## src/rtl/configurador_ventana.sv

```systemverilog
// Bus initiator that takes one window-configuration request and writes the start
// address, read count and buffer count to register addresses 0, 1 and 2.
module configurador_ventana #(
  parameter int BITS_BUS_DATOS_INSTR     = 24,
  parameter int BITS_BUS_DIRECCION_INSTR = 8,
  parameter int BITS_DIRECCION_MEM       = 10,
  parameter int BITS_BUFFERS             = 3,
  parameter int CICLOS_ESPERA            = 0
) (
  input  logic                                clk,
  input  logic                                reset,
  input  logic                                solicitud,
  output logic                                listo,
  input  logic [BITS_DIRECCION_MEM-1:0]       direccion_inicio,
  input  logic [BITS_DIRECCION_MEM-1:0]       cantidad_lecturas,
  input  logic [BITS_BUFFERS-1:0]             cantidad_buffers,
  output logic [BITS_BUS_DIRECCION_INSTR-1:0] direccion_registros,
  output logic [BITS_BUS_DATOS_INSTR-1:0]     datos_registros,
  output logic                                habilitacion_registros,
  output logic                                configuracion_completa,
  output logic                                error_configuracion
);

  typedef enum logic [2:0] {
    REPOSO, ESCRIBE_DIR, ESCRIBE_LECT, ESCRIBE_BUF, ESPERA, FIN, ERROR
  } estado_t;

  localparam bit         HAY_ESPERA   = (CICLOS_ESPERA > 0);
  localparam logic [3:0] CARGA_ESPERA = HAY_ESPERA ? 4'(CICLOS_ESPERA - 1) : 4'd0;

  localparam logic [BITS_BUS_DIRECCION_INSTR-1:0] REG_DIR  = BITS_BUS_DIRECCION_INSTR'(0);
  localparam logic [BITS_BUS_DIRECCION_INSTR-1:0] REG_LECT = BITS_BUS_DIRECCION_INSTR'(1);
  localparam logic [BITS_BUS_DIRECCION_INSTR-1:0] REG_BUF  = BITS_BUS_DIRECCION_INSTR'(2);

  estado_t                         estado_q, estado_sig;
  logic [BITS_DIRECCION_MEM-1:0]   lecturas_q;
  logic [BITS_BUFFERS-1:0]         buffers_q;
  logic [3:0]                      cuenta_q;
  logic                            aceptar;

  assign aceptar = (estado_q == REPOSO) && solicitud;

  // Outputs decode the registered state only, so no input reaches them combinationally.
  assign listo                  = (estado_q == REPOSO);
  assign habilitacion_registros = (estado_q == ESCRIBE_DIR) || (estado_q == ESCRIBE_LECT) ||
                                  (estado_q == ESCRIBE_BUF);
  assign configuracion_completa = (estado_q == FIN);
  assign error_configuracion    = (estado_q == ERROR);

  always_comb begin
    // NOTE: default first so every path assigns estado_sig and no latch is inferred.
    estado_sig = estado_q;
    unique case (estado_q)
      REPOSO: begin
        if (solicitud) begin
          estado_sig = (cantidad_lecturas == '0 || cantidad_buffers == '0) ? ERROR : ESCRIBE_DIR;
        end
      end
      ESCRIBE_DIR:  estado_sig = HAY_ESPERA ? ESPERA : ESCRIBE_LECT;
      ESCRIBE_LECT: estado_sig = HAY_ESPERA ? ESPERA : ESCRIBE_BUF;
      ESCRIBE_BUF:  estado_sig = HAY_ESPERA ? ESPERA : FIN;
      ESPERA: begin
        // The address register still names the write just issued, which picks the successor.
        if (cuenta_q == 4'd0) begin
          if (direccion_registros == REG_DIR)       estado_sig = ESCRIBE_LECT;
          else if (direccion_registros == REG_LECT) estado_sig = ESCRIBE_BUF;
          else                                      estado_sig = FIN;
        end
      end
      FIN:     estado_sig = REPOSO;
      ERROR:   estado_sig = REPOSO;
      default: estado_sig = REPOSO;
    endcase
  end

  // NOTE: every register, including the captured fields and bus outputs, is cleared
  // by reset so a sequence aborted mid-way leaves no stale state behind.
  always_ff @(posedge clk or negedge reset) begin
    if (!reset) begin
      estado_q            <= REPOSO;
      lecturas_q          <= '0;
      buffers_q           <= '0;
      cuenta_q            <= '0;
      direccion_registros <= '0;
      datos_registros     <= '0;
    end else begin
      // NOTE: non-blocking assignments keep every register sampling pre-edge values.
      estado_q <= estado_sig;

      if (aceptar) begin
        lecturas_q <= cantidad_lecturas;
        buffers_q  <= cantidad_buffers;
      end

      if (estado_sig == ESPERA && estado_q != ESPERA) begin
        cuenta_q <= CARGA_ESPERA;
      end else if (estado_q == ESPERA) begin
        cuenta_q <= cuenta_q - 4'd1;
      end

      // ESCRIBE_DIR is entered only from REPOSO, so the start address is taken at acceptance.
      case (estado_sig)
        ESCRIBE_DIR: begin
          direccion_registros <= REG_DIR;
          datos_registros     <= BITS_BUS_DATOS_INSTR'(direccion_inicio);
        end
        ESCRIBE_LECT: begin
          direccion_registros <= REG_LECT;
          datos_registros     <= BITS_BUS_DATOS_INSTR'(lecturas_q);
        end
        ESCRIBE_BUF: begin
          direccion_registros <= REG_BUF;
          datos_registros     <= BITS_BUS_DATOS_INSTR'(buffers_q);
        end
        default: begin
          direccion_registros <= direccion_registros;
          datos_registros     <= datos_registros;
        end
      endcase
    end
  end

endmodule
```

## config.mk

```make
export PLATFORM = sky130hd
export DESIGN_NAME = configurador_ventana
export DESIGN_NICKNAME = d
export VERILOG_FILES = /design/src/rtl/configurador_ventana.sv
export SDC_FILE = /design/constraint.sdc
export NUM_CORES = 1
export LEC_CHECK = 0
export CAP_MARGIN = 20
export CORE_MARGIN = 3
export CORE_UTILIZATION = 45
export CTS_BUF_LIST = sky130_fd_sc_hd__clkbuf_16
export CTS_CLUSTER_DIAMETER = 50
export DETAILED_ROUTE_END_ITERATION = 7
export PLACE_DENSITY = 0.77
export SYNTH_ARGS = -nofsm -noshare
export SYNTH_HDL_FRONTEND = slang
export SYNTH_SLANG_ARGS = --single-unit
export TNS_END_PERCENT = 5
```

## constraint.sdc

```tcl
create_clock -name clk -period 2.1 [get_ports clk]
set_input_delay 0.42 -clock clk [delete_from_list [all_inputs] [get_ports clk]]
set_output_delay 0.42 -clock clk [all_outputs]
set_load 0.01 [all_outputs]
```

# After elaboration in Yosys (flattened, before gate mapping)
# Cells that the tools add are included.
# word_totals
register_bits	52
in_bits	26
output_inout_bits	36
wordCells	41
# op_classes
add_sub_neg	1
eq_ne	12
muxes	10
n_reduce_logical	12
# ops
op	n
one-hot mux 24 bit (3 select lines)	1
one-hot mux 8 bit (3 select lines)	1
2-to-1 mux 3 bit	5
one-hot mux 3 bit (5 select lines)	1
== test 3 x 2 -> 1 bit (second input constant)	4
== test 3 bit (second input constant)	4
zero test 10 bit	1
== test 8 x 1 -> 1 bit (second input constant)	1
zero test 8 bit	1
2-to-1 mux 4 bit	2
== test 3 x 1 -> 1 bit (second input constant)	2
zero test 3 bit	2
zero test 4 bit	1
subtractor 4 x 1 -> 4 bit (second input constant)	1
logical OR 1 bit	3
!= test 3 bit (second input constant)	1
nonzero test 3 bit	1
logical AND 1 bit	2
nonzero test 2 bit	1

# Logic depth before layout (Yosys ltp)
# Gate-level depths: netlist (run 1).
# logic_depth
depth_word	8
depth_mapped	8
mapped_depth_nobuf	7

# Worst setup path after synthesis (run 1)
# OpenSTA, ideal clock, no wires.
# synth_timing
path_type	reg-to-reg
startpoint	register estado_q[0]
endpoint	register datos_registros[1]
setup_time_ns	0.125
arrival_time_ns	1.824
required_time_ns	1.975
setup_slack_ns	0.151
path_stages_with_launch	9
path_buffers	3
cell_sequence	dfrtp_1 > buf_6 > nor3_2 > and2_1 > buf_6 > a21o_1 > o211a_1 > buf_6 > mux2_4
# synth_via
elab_chain_len	4
# synth_rtl
item	line_no	source
start: declaration	35	estado_t estado_q, estado_sig;
start signal: assignment	88	estado_q <= estado_sig;
zero test 3 bit *	--	
via listo	13	output logic listo,
one-hot mux 3 bit (5 select lines) *	53	unique case (estado_q)
== test 3 x 2 -> 1 bit or == test 3 x 1 -> 1 bit (tied branches)	102	case (estado_sig)
one-hot mux 24 bit (3 select lines) or nonzero test 3 bit (tied branches)	--	
end signal: assignment	105	datos_registros <= BITS_BUS_DATOS_INSTR'(direccion_inicio);
end signal: assignment	109	datos_registros <= BITS_BUS_DATOS_INSTR'(lecturas_q);
end signal: assignment	113	datos_registros <= BITS_BUS_DATOS_INSTR'(buffers_q);
end: declaration	18	output logic [BITS_BUS_DATOS_INSTR-1:0] datos_registros,
# Mark *: on every way through the listed nets, which the timed path passes. The rest lies on a longest branch. The select of a mux whose other input is x is not followed.
# A chain may end at the register's enable or synchronous reset.

# Worst setup path after layout (run 1)
# layout_timing
startpoint	register cuenta_q[0]
endpoint	register datos_registros[3]
# layout_via
elab_chain_len	5
# layout_rtl
item	line_no	source
start: declaration	38	logic [3:0] cuenta_q;
start signal: assignment	98	cuenta_q <= cuenta_q - 4'd1;
zero test 4 bit *	64	if (cuenta_q == 4'd0) begin
2-to-1 mux 3 bit *	64	
one-hot mux 3 bit (5 select lines) *	53	
== test 3 x 2 -> 1 bit or == test 3 x 1 -> 1 bit (tied branches)	102	
one-hot mux 24 bit (3 select lines) or nonzero test 3 bit (tied branches)	--	
# Mark *: on every way between the ends. The rest lies on a longest branch, timed or not. The select of a mux whose other input is x is not followed.

==> flow_metrics.tcl, run 1 <==
set metrics [dict create \
    path_class "flip-flop to flip-flop" \
    sw_frac_of_total 0.361 \
    intPower_w 0.00258 \
    grtUsageTotal 0.185 \
    yosysWarnings 0 \
    initial_core_util 0.478 \
    dpl.hpwl_um 3010 \
    dp.cells 290 \
    synth_cell_type_count 40 \
    gp_congestion 0.834 \
    drv_slew 0 \
    diodes 0 \
    start_kind "flip-flop" \
    place_ws_ps -401 \
    ant_nets 0 \
    syn_avg_cell_area_um2 9.63 \
    routedWlPerCell_um 14.6 \
    power_density_nw_per_um2 1590 \
    fmax_ghz 0.484 \
    h-tree-depth 2 \
    setup_viol 0 \
    synth_cells 187 \
    numCtsBuffers 5 \
    layout_setup_ws_ps 34.8 \
    critPathMaxFanout 9 \
    grt_pass1_vias 1468 \
    synth_xor_area_frac 0.0194 \
    numPortBuffers 41 \
    pwr-share-seq 0.276 \
    fin_crit_ps 2070 \
    yosys.area_share.simple 0.224 \
    ir_drop_uv 630 \
    final_hold_viol_count 0 \
    yosysSeqAreaShare 0.444 \
    cts_root_buf "clkbuf_16" \
    cts_tree "built" \
    synth_compound_area_frac 0.0924 \
    cp-end-kind "flip-flop" \
    wirelength_um 4360 \
    required_ps 2250 \
    rsz0062_at_grt "yes" \
    tns_ps 0 \
    clk_latency_ps 270 \
    p_leak_nw 1.23 \
    r2r-start "cuenta_q[0]" \
    core_area_um2 3770 \
    final_area_um2 2540 \
    viasPerCell 4.90 \
    antenna_found_initial 0 \
    status "complete, no violations" \
    crit_path_start "cuenta_q[0]" \
    dieArea_um2 4800 \
    min_from "lecturas_q[2]" \
    drive_gt1_frac 0.231 \
    pin_count 62 \
    drt-pass1-iter-count 4 \
    grt_start_max_net_pins 33 \
    grt_pass1_wl_um 7030 \
    drc 0 \
    layout_worst_path_cycle_share 0.983 \
    vias 1465 \
    arrival_ps 2220 \
    final_common_cell "nand2_1" \
    final_cell_count_no_fill 299 \
    syn_to_final_growth_pct 40.8 \
    skew_ps 4.37 \
    synth_adder_area_share 0.0139 \
    path_clk_slew_ps 50 \
    synth_top_family_by_area "simple AND/OR/NAND/NOR gates" \
    rows 22 \
    pwr-share-clk 0.168 \
    final_cell_mix "nand2_1, clkdlybuf4s50_1, dfrtp_1, buf_4, conb_1" \
    cts_max_path_buffers 2 \
    holdWs_ps 453 \
    grt.overflow.total 0 \
    finalNetCount 278 \
    p_comb_frac 0.556 \
    die_w_um 69.3 \
    ctsHoldBuffers 0 \
    dpl_cell_area_um2 2310 \
    drt-initial-drc-count 82 \
    clkSinkCount 32 \
    synth.area.mux_share 0.0792 \
    drv_cap 0 \
    synth_area_um2 1800 \
    hold_path_class "flip-flop to flip-flop" \
    power.switching_w 0.00146 \
    ys_ff_latch 32 \
    die_h_um 69.3 \
]
==> final timing paths <==
| check | endpoint | slack [ps] | cells past startpoint |
|---|---|---|---|
| max in group asynchronous | estado_q[1] | 1240 | 2 |
| worst max register to register | datos_registros[3] | 30 | 8 |
| worst min register to register | lecturas_q[2] | 450 | 2 |
| worst min-delay path | lecturas_q[2] | 450 | 2 |
| worst max-delay path | datos_registros[3] | 30 | 8 |
| min in group asynchronous | lecturas_q[5] | 550 | 2 |
==> flip-flops by register name (all words and copies together) (netlist names) <==
signal,flops
direccion_registros,2
datos_registros,10
cuenta_q,4
estado_q,3
lecturas_q,10
buffers_q,3
==> power groups by stage <==
| stage | Combinational [W] | Sequential (W) | Clock [W] |
|---|---|---|---|
| after floorplan | 0.00137 | 0.00110 | 0 |
| after detailed placement | 0.00216 | 0.00111 | 0 |
| after global placement | 0.00211 | 0.00110 | 0 |
| after CTS | 0.00224 | 0.00111 | 0.000687 |
| after global routing | 0.00245 | 0.00115 | 0.000712 |
| final | 0.00225 | 0.00111 | 0.000678 |
==> through the flow <==
stage | total power [W] | util
2_1_floorplan | 0.00247 | -
3_3_place_gp | 0.00320 | 0.613
3_5_place_dp | 0.00327 | 0.613
4_1_cts | 0.00404 | 0.665
5_1_grt | 0.00431 | 0.673
6_report | 0.00404 | 0.673
==> metal layers <==
| metal | routed length [µm] | global-route usage |
|---|---|---|
| met3 | 187 | 0.0290 |
| met4 | 84 | 0.0868 |
| met5 | 0 | 0 |
| met2 | 2270 | 0.323 |
| met1 | 1810 | 0.221 |
==> logic make-up after synthesis <==
group	Yosys count
buffers and inverters	33
other	1
xor gates and xnor gates	4
and+or+nand+nor	83
adders and majority gates	2
AOI/OAI and AO/OA	22
DFF	32
muxes	10
==> synth_stat cells <==
master     instances  area, µm²
dfrtp_1           32        801
o211a_1            1       10.0
mux2_4             8        120
xnor2_1            3       26.3
nor4_1             3       18.8
inv_1              4       15.0
or4b_1             3       30.0
nand2b_1           1       6.26
o221a_2            1       11.3
ha_1               2       25.0
mux2_1             1       11.3
o31ai_1            7       52.6
o211ai_1           3       22.5
nor2_1            10       37.5
a41o_1             1       10.0
or2_0              1       6.26
and2_1             2       12.5
nor2b_1            2       12.5
nor3_2             1       10.0
nand2_1           53        199
and3b_1            1       8.76
nor3b_4            1       18.8
nor4b_2            1       15.0
nand3b_1           3       22.5
a21o_1             1       7.51
o32ai_1            1       8.76
buf_6              3       33.8
mux2_2             1       11.3
a21oi_1            2       10.0
buf_2              3       15.0
a2bb2oi_1          1       8.76
xor2_1             1       8.76
a31oi_1            1       6.26
o22ai_1            1       6.26
buf_4             20        150
nor3_1             1       5.00
o21ai_0            1       5.00
clkbuf_1           3       11.3
a21boi_0           1       7.51
conb_1             1       3.75
==> critical path: stages (launching register included) <==
cell,delay (ps)
dfrtp_1,390
inv_2,70
ha_2,180
nor4b_4,290
buf_4,170
o221a_2,190
o211a_1,180
buf_6,160
mux2_4,310
==> cell type report <==
| class | instances | area (µm²) |
|---|---|---|
| fillers | 298 | 1230 |
| repair buffers | 66 | 603 |
| multi-input cells | 141 | 918 |
| inverters | 4 | 15.0 |
| clock inverters | 3 | 13.8 |
| clock buffers | 5 | 125 |
| flip-flops and latches | 32 | 802 |
| well taps | 48 | 60.1 |
==> what timing repair did <==
item,CTS,global route
resized for setup,15,11
endpoints found under the setup margin,13,14
pin swaps,3,0
setup buffers,0,1
(Power assumes the default switching activity.)
==> inputs of run 2 (changes only) <==
CORE_UTILIZATION = 49   (was 45)
CTS_CLUSTER_DIAMETER = unset   (was 50)
PLACE_DENSITY = 0.83   (was 0.77)
clock period = 2.6 ns   (was 2.1 ns; I/O delays follow)
==> flow_metrics.tcl, run 2 (synthesis results as in run 1) <==
set metrics [dict create \
    pin_count 62 \
    cts_root_buf "clkbuf_16" \
    drv_cap 0 \
    ctsHoldBuffers 0 \
    power_density_nw_per_um2 1350 \
    syn_to_final_growth_pct 31.4 \
    tns_ps 0 \
    final_common_cell "nand2_1" \
    cts_setup_buffers 0 \
    required_ps 2750 \
    die_w_um 66.6 \
    setup_viol 0 \
    vias 1431 \
    ctsResizeCount 0 \
    ff2ff_path_depth 8 \
    numPortBuffers 41 \
    h-tree-depth 2 \
    p_leak_nw 1.11 \
    rows 21 \
    critPathMaxFanout 12 \
    dpl.hpwl_um 3040 \
    path_class "input pin to flip-flop" \
    grt_pass1_wl_um 6630 \
    core_area_um2 3440 \
    gp_congestion 0.837 \
    die_h_um 66.6 \
    fill_cells 290 \
    whs_path_depth 2 \
    path_cells "clkdlybuf4s50_1 > nor4_1 > a31oi_1 > a21o_1 > o211a_1 > buf_12 > mux2_1" \
    drv_slew 0 \
    arrival_ps 2470 \
    reg.largest.list "datos_registros x10, lecturas_q x10, cuenta_q x4" \
    path_clk_slew_ps 50 \
    multiInputGateArea_um2 847 \
    dieArea_um2 4440 \
    skew_ps 7.97 \
    p_total_w 0.00319 \
    tightest_slew_ps 604 \
    drt-initial-drc-count 46 \
    final_cell_mix "nand2_1, clkdlybuf4s50_1, dfrtp_1, conb_1, nor2_1" \
    cts_tree "built" \
    critical-path-max-stage-delay_ps 420 \
    grt_start_max_net_pins 33 \
    ir_drop_uv 682 \
    relSlewSlack 0.596 \
    layout_worst_path_cycle_share 0.892 \
    clk_latency_ps 280 \
    antenna_found_initial 0 \
    fmax_ghz 0.431 \
    clkSinkCount 32 \
    grt.overflow.total 0 \
    cp_slowest_cell "clkdlybuf4s50_1" \
    final_hold_viol_count 0 \
    viasPerCell 5.11 \
    seqCellArea_um2 801 \
    drive_gt1_frac 0.120 \
    grt_pass1_vias 1416 \
    cp-end-kind "flip-flop" \
    worstReg2RegEnd "datos_registros[1]" \
    hold_path_class "flip-flop to flip-flop" \
    status "complete, no violations" \
    start_kind "input pin" \
    grtUsageTotal 0.205 \
    min_from "lecturas_q[0]" \
    cts_max_path_buffers 2 \
    diodes 0 \
    drt-pass1-iter-count 4 \
    finalNetCount 261 \
    r2r-start "cuenta_q[0]" \
    ant_nets 0 \
    fin_crit_ps 2320 \
    routedWlPerCell_um 14.5 \
    wirelength_um 4050 \
    min_to "lecturas_q[0]" \
    numCtsBuffers 5 \
    r2r_setup_slack_ps 280 \
    drc 0 \
    initial_core_util 0.523 \
    rsz0062_at_grt "no" \
]
run 2: cell count changes in the layout (fill, tap and decap cells not counted), moves of 2 or more:
cell | previous run | this run
nor4_1 | 1 | 3
inv_1 | 2 | 5
inv_2 | 2 | 0
dlygate4sd2_1 | 5 | 0
clkdlybuf4s50_1 | 33 | 41
dlymetal6s2s_1 | 3 | 0
nor4_4 | 2 | 0
buf_4 | 24 | 7
run 2: layout make-up:
class | instances | area share
multi-input cells | 141 | 0.358
clock inverters | 3 | 0.0164
flip-flops and latches | 32 | 0.338
well taps | 46 | 0.0243
inverters | 4 | 0.00634
repair buffers | 49 | 0.204
clock buffers | 5 | 0.0529
run 2: worst max-delay path: cells and delay by family:
family | cells | cell delay, ps
AOI/OAI and AO/OA | 3 | 690
and+or+nand+nor | 1 | 370
buffers and inverters | 2 | 580
muxes | 1 | 300
run 2: how the worst max path moves through the flow:
stage                         start                 end  slack, ps
2_1_floorplan  cantidad_lecturas[7]  datos_registros[1]        640
3_3_place_gp   cantidad_lecturas[1]  datos_registros[0]         20
3_5_place_dp   cantidad_lecturas[1]  datos_registros[2]         -2
4_1_cts        cantidad_lecturas[1]  datos_registros[0]        280
5_1_grt                 cuenta_q[0]  datos_registros[1]         40
6_report       cantidad_lecturas[1]  datos_registros[0]        280
run 2: per-stage QoR:
stage / setup slack (ps) / std cells / area [µm²] / util / hold slack [ps]
floorplan: 644 / 206 / 1870 / - / 224
global placement: 24.6 / 272 / 2200 / 0.640 / 440
detailed placement: -2.38 / 272 / 2200 / 0.640 / 450
CTS: 284 / 280 / 2370 / 0.688 / 465
global route: 35.5 / 280 / 2370 / 0.688 / 493
finish: 281 / 280 / 2370 / 0.688 / 459
run 2: per-layer routing:
layer | part of all wire | GRT usage | wire length (µm)
met3 | 0.056 | 0.0691 | 226
met5 | 0 | 0 | 0
met4 | 0.0059 | 0.0711 | 24
met2 | 0.53 | 0.351 | 2160
met1 | 0.41 | 0.236 | 1640
run 2: power by group:
part,internal [W],switching [W],total [W]
combinational,0.000861,0.000765,0.00163
sequential,0.000740,0.000176,0.000916
clock,0.000445,0.000201,0.000646
==> inputs of run 3 (changes only) <==
--- a/config.mk
+++ b/config.mk
@@ -6,10 +6,11 @@
 export NUM_CORES = 1
 export LEC_CHECK = 0
+export ABC_AREA = 1
 export CAP_MARGIN = 20
 export CORE_MARGIN = 3
-export CORE_UTILIZATION = 49
+export CORE_UTILIZATION = 48
 export CTS_BUF_LIST = sky130_fd_sc_hd__clkbuf_16
 export DETAILED_ROUTE_END_ITERATION = 7
-export PLACE_DENSITY = 0.83
+export PLACE_DENSITY = 0.81
 export SYNTH_ARGS = -nofsm -noshare
 export SYNTH_HDL_FRONTEND = slang
==> constraint.sdc (replaced) <==
create_clock -name clk -period 2.6 [get_ports clk]
set_input_delay 0.52 -clock clk [delete_from_list [all_inputs] [get_ports clk]]
set_output_delay 0.52 -clock clk [all_outputs]
set_load 0.1 [all_outputs]
==> flow_metrics.tcl, run 3 <==
set metrics [dict create \
    relSlewSlack 0.654 \
    synth_edf_count 0 \
    h-tree-depth 2 \
    final_hold_viol_count 0 \
    yosysSeqAreaShare 0.452 \
    initial_core_util 0.514 \
    synth_cells 214 \
    die_w_um 66.7 \
    critical-path-max-stage-delay_ps 450 \
    finalNetCount 285 \
    min_from "lecturas_q[3]" \
    grt_pass1_wl_um 5750 \
    ff2ff_path_depth 10 \
    arrival_ps 1340 \
    drive_gt1_frac 0.159 \
    path_clk_slew_ps 50 \
    layout_setup_ws_ps 737 \
    grt_pass1_vias 1273 \
    die_h_um 66.7 \
    yosysTopAreaCell "dfrtp_1" \
    r2r_setup_slack_ps 830 \
    postSynth.asyncResetShare 1.00 \
    clk_latency_ps 270 \
    setup_viol 0 \
    drt-initial-drc-count 85 \
    min_to "lecturas_q[3]" \
    core_area_um2 3440 \
    antenna_found_initial 0 \
    synth.most_common_cell "nand2_1" \
    synth_area_um2 1770 \
    ctsResizeCount 0 \
    grt.overflow.total 0 \
    cts_setup_buffers 0 \
    numCtsBuffers 5 \
    final_cell_mix "nand2_1, dfrtp_1, clkdlybuf4s50_1, o21ai_0, inv_1" \
    whs_path_depth 2 \
    grt_start_max_net_pins 33 \
    grtUsageTotal 0.171 \
    status "complete, no violations" \
    seqCellArea_um2 801 \
    drt-pass1-iter-count 4 \
    place_ws_ps 498 \
    dieArea_um2 4450 \
    final_util 0.648 \
    cts_tree "built" \
    reg.largest.list "datos_registros x10, lecturas_q x10, cuenta_q x4" \
    tightest_slew_ps 519 \
    ant_nets 0 \
    pin_count 62 \
    rows 21 \
    viasPerCell 4.70 \
    cp_slowest_cell "dfrtp_1" \
    path_cells "nor2_4 > nand2_2 > inv_1 > buf_4" \
    cts_max_path_buffers 2 \
    syn_avg_cell_area_um2 8.27 \
    ys_ff_latch 32 \
    r2r-start "cuenta_q[0]" \
    synth_cell_type_count 32 \
    start_kind "flip-flop" \
    drv_cap 0 \
    hold_path_class "flip-flop to flip-flop" \
    fill_cells 307 \
    synth_top_area_share 0.452 \
    worstReg2RegEnd "datos_registros[0]" \
    clkSinkCount 32 \
    critPathMaxFanout 4 \
    routedWlPerCell_um 11.8 \
    gp_congestion 0.810 \
    synthTopCellsByArea "dfrtp_1, nand2_1, buf_4" \
    fmax_ghz 0.537 \
    rsz0062_at_grt "no" \
    multiInputGateArea_um2 754 \
    diodes 0 \
    syn_to_final_growth_pct 26.0 \
    synthTopCellsByCount "nand2_1, dfrtp_1, o21ai_0" \
    wirelength_um 3600 \
    vias 1430 \
    synth_flop_cell "dfrtp_1" \
    fin_crit_ps 1860 \
    ctsHoldBuffers 0 \
    drv_slew 0 \
    layout_worst_path_cycle_share 0.716 \
    cts_root_buf "clkbuf_16" \
    yosysWarnings 0 \
    drc 0 \
    dpl.hpwl_um 2650 \
    path_class "flip-flop to output pin" \
    final_common_cell "nand2_1" \
    required_ps 2080 \
    skew_ps 2.10 \
    cp-end-kind "output pin" \
    numPortBuffers 41 \
]
==> run 3: cell count changes in the layout (fill, tap and decap cells not counted), sizes merged, moves of 5 or more <==
cell	previous run	this run
o21ai	1	23
nand3	0	12
buf	8	17
inv	5	25
clkdlybuf4s50	41	25
a21oi	2	7
o31ai	7	1
mux2	10	0
nor2	10	19
==> run 3: kinds of logic (layout without fill, tap and decap cells) <==
group,after synthesis,count (layout),share of synthesized area
other,1,20,0.00212
AO/OA/AOI/OAI,34,34,0.100
AND/OR/NAND/NOR,93,93,0.259
flip-flops,32,32,0.452
adder cells (fa/ha/maj),2,2,0.0141
buffers and inverters,50,75,0.162
XOR/XNOR,2,2,0.00990
==> run 3: area by class of cell <==
class	instances	area share
clock inverters	3	0.00617
clock buffers	5	0.0561
well taps	46	0.0258
flip-flops and latches	32	0.359
repair buffers	42	0.169
inverters	25	0.0454
multi-input cells	151	0.338
==> run 3: layer usage <==
| metal | global-route usage | wire [µm] | vias to the layer above |
|---|---|---|---|
| met5 | 0 | 0 | - |
| met4 | 0.0381 | 24 | 0 |
| met3 | 0.0472 | 233 | 2 |
| met2 | 0.264 | 1720 | 56 |
| met1 | 0.240 | 1620 | 645 |
| li1 | - | - | 727 |
==> run 3: worst max-delay path by stage <==
stage / start / to / slack (ps) / cells after the start
after floorplan: estado_q[2] / configuracion_completa / -500 / 2
after global placement: cantidad_lecturas[9] / datos_registros[0] / 550 / 10
after detailed placement: cantidad_lecturas[9] / datos_registros[7] / 500 / 10
after CTS: cantidad_lecturas[9] / datos_registros[9] / 730 / 10
after global routing: cantidad_lecturas[3] / datos_registros[9] / 540 / 10
final: estado_q[0] / listo / 740 / 4
==> run 3: through the flow <==
| stage | setup TNS (ps) | instances | hold WS [ps] | instance area [µm²] |
|---|---|---|---|---|
| finish | 0 | 304 | 490 | 2230 |
| CTS | 0 | 304 | 487 | 2230 |
| global placement | 0 | 296 | 469 | 2090 |
| detailed placement | 0 | 296 | 474 | 2090 |
| global route | 0 | 304 | 518 | 2230 |
| floorplan | -1010 | 233 | 224 | 1840 |
==> run 3: critical path: cells and delay by family (launching register included) <==
kind                   cells  cell delay (ps)
buffers and inverters      2              340
DFF                        1              450
and+or+nand+nor            2              280
Power of run 3 is not shown: default switching activity piles up to over one toggle a cycle in this logic, so the estimate is an artifact.
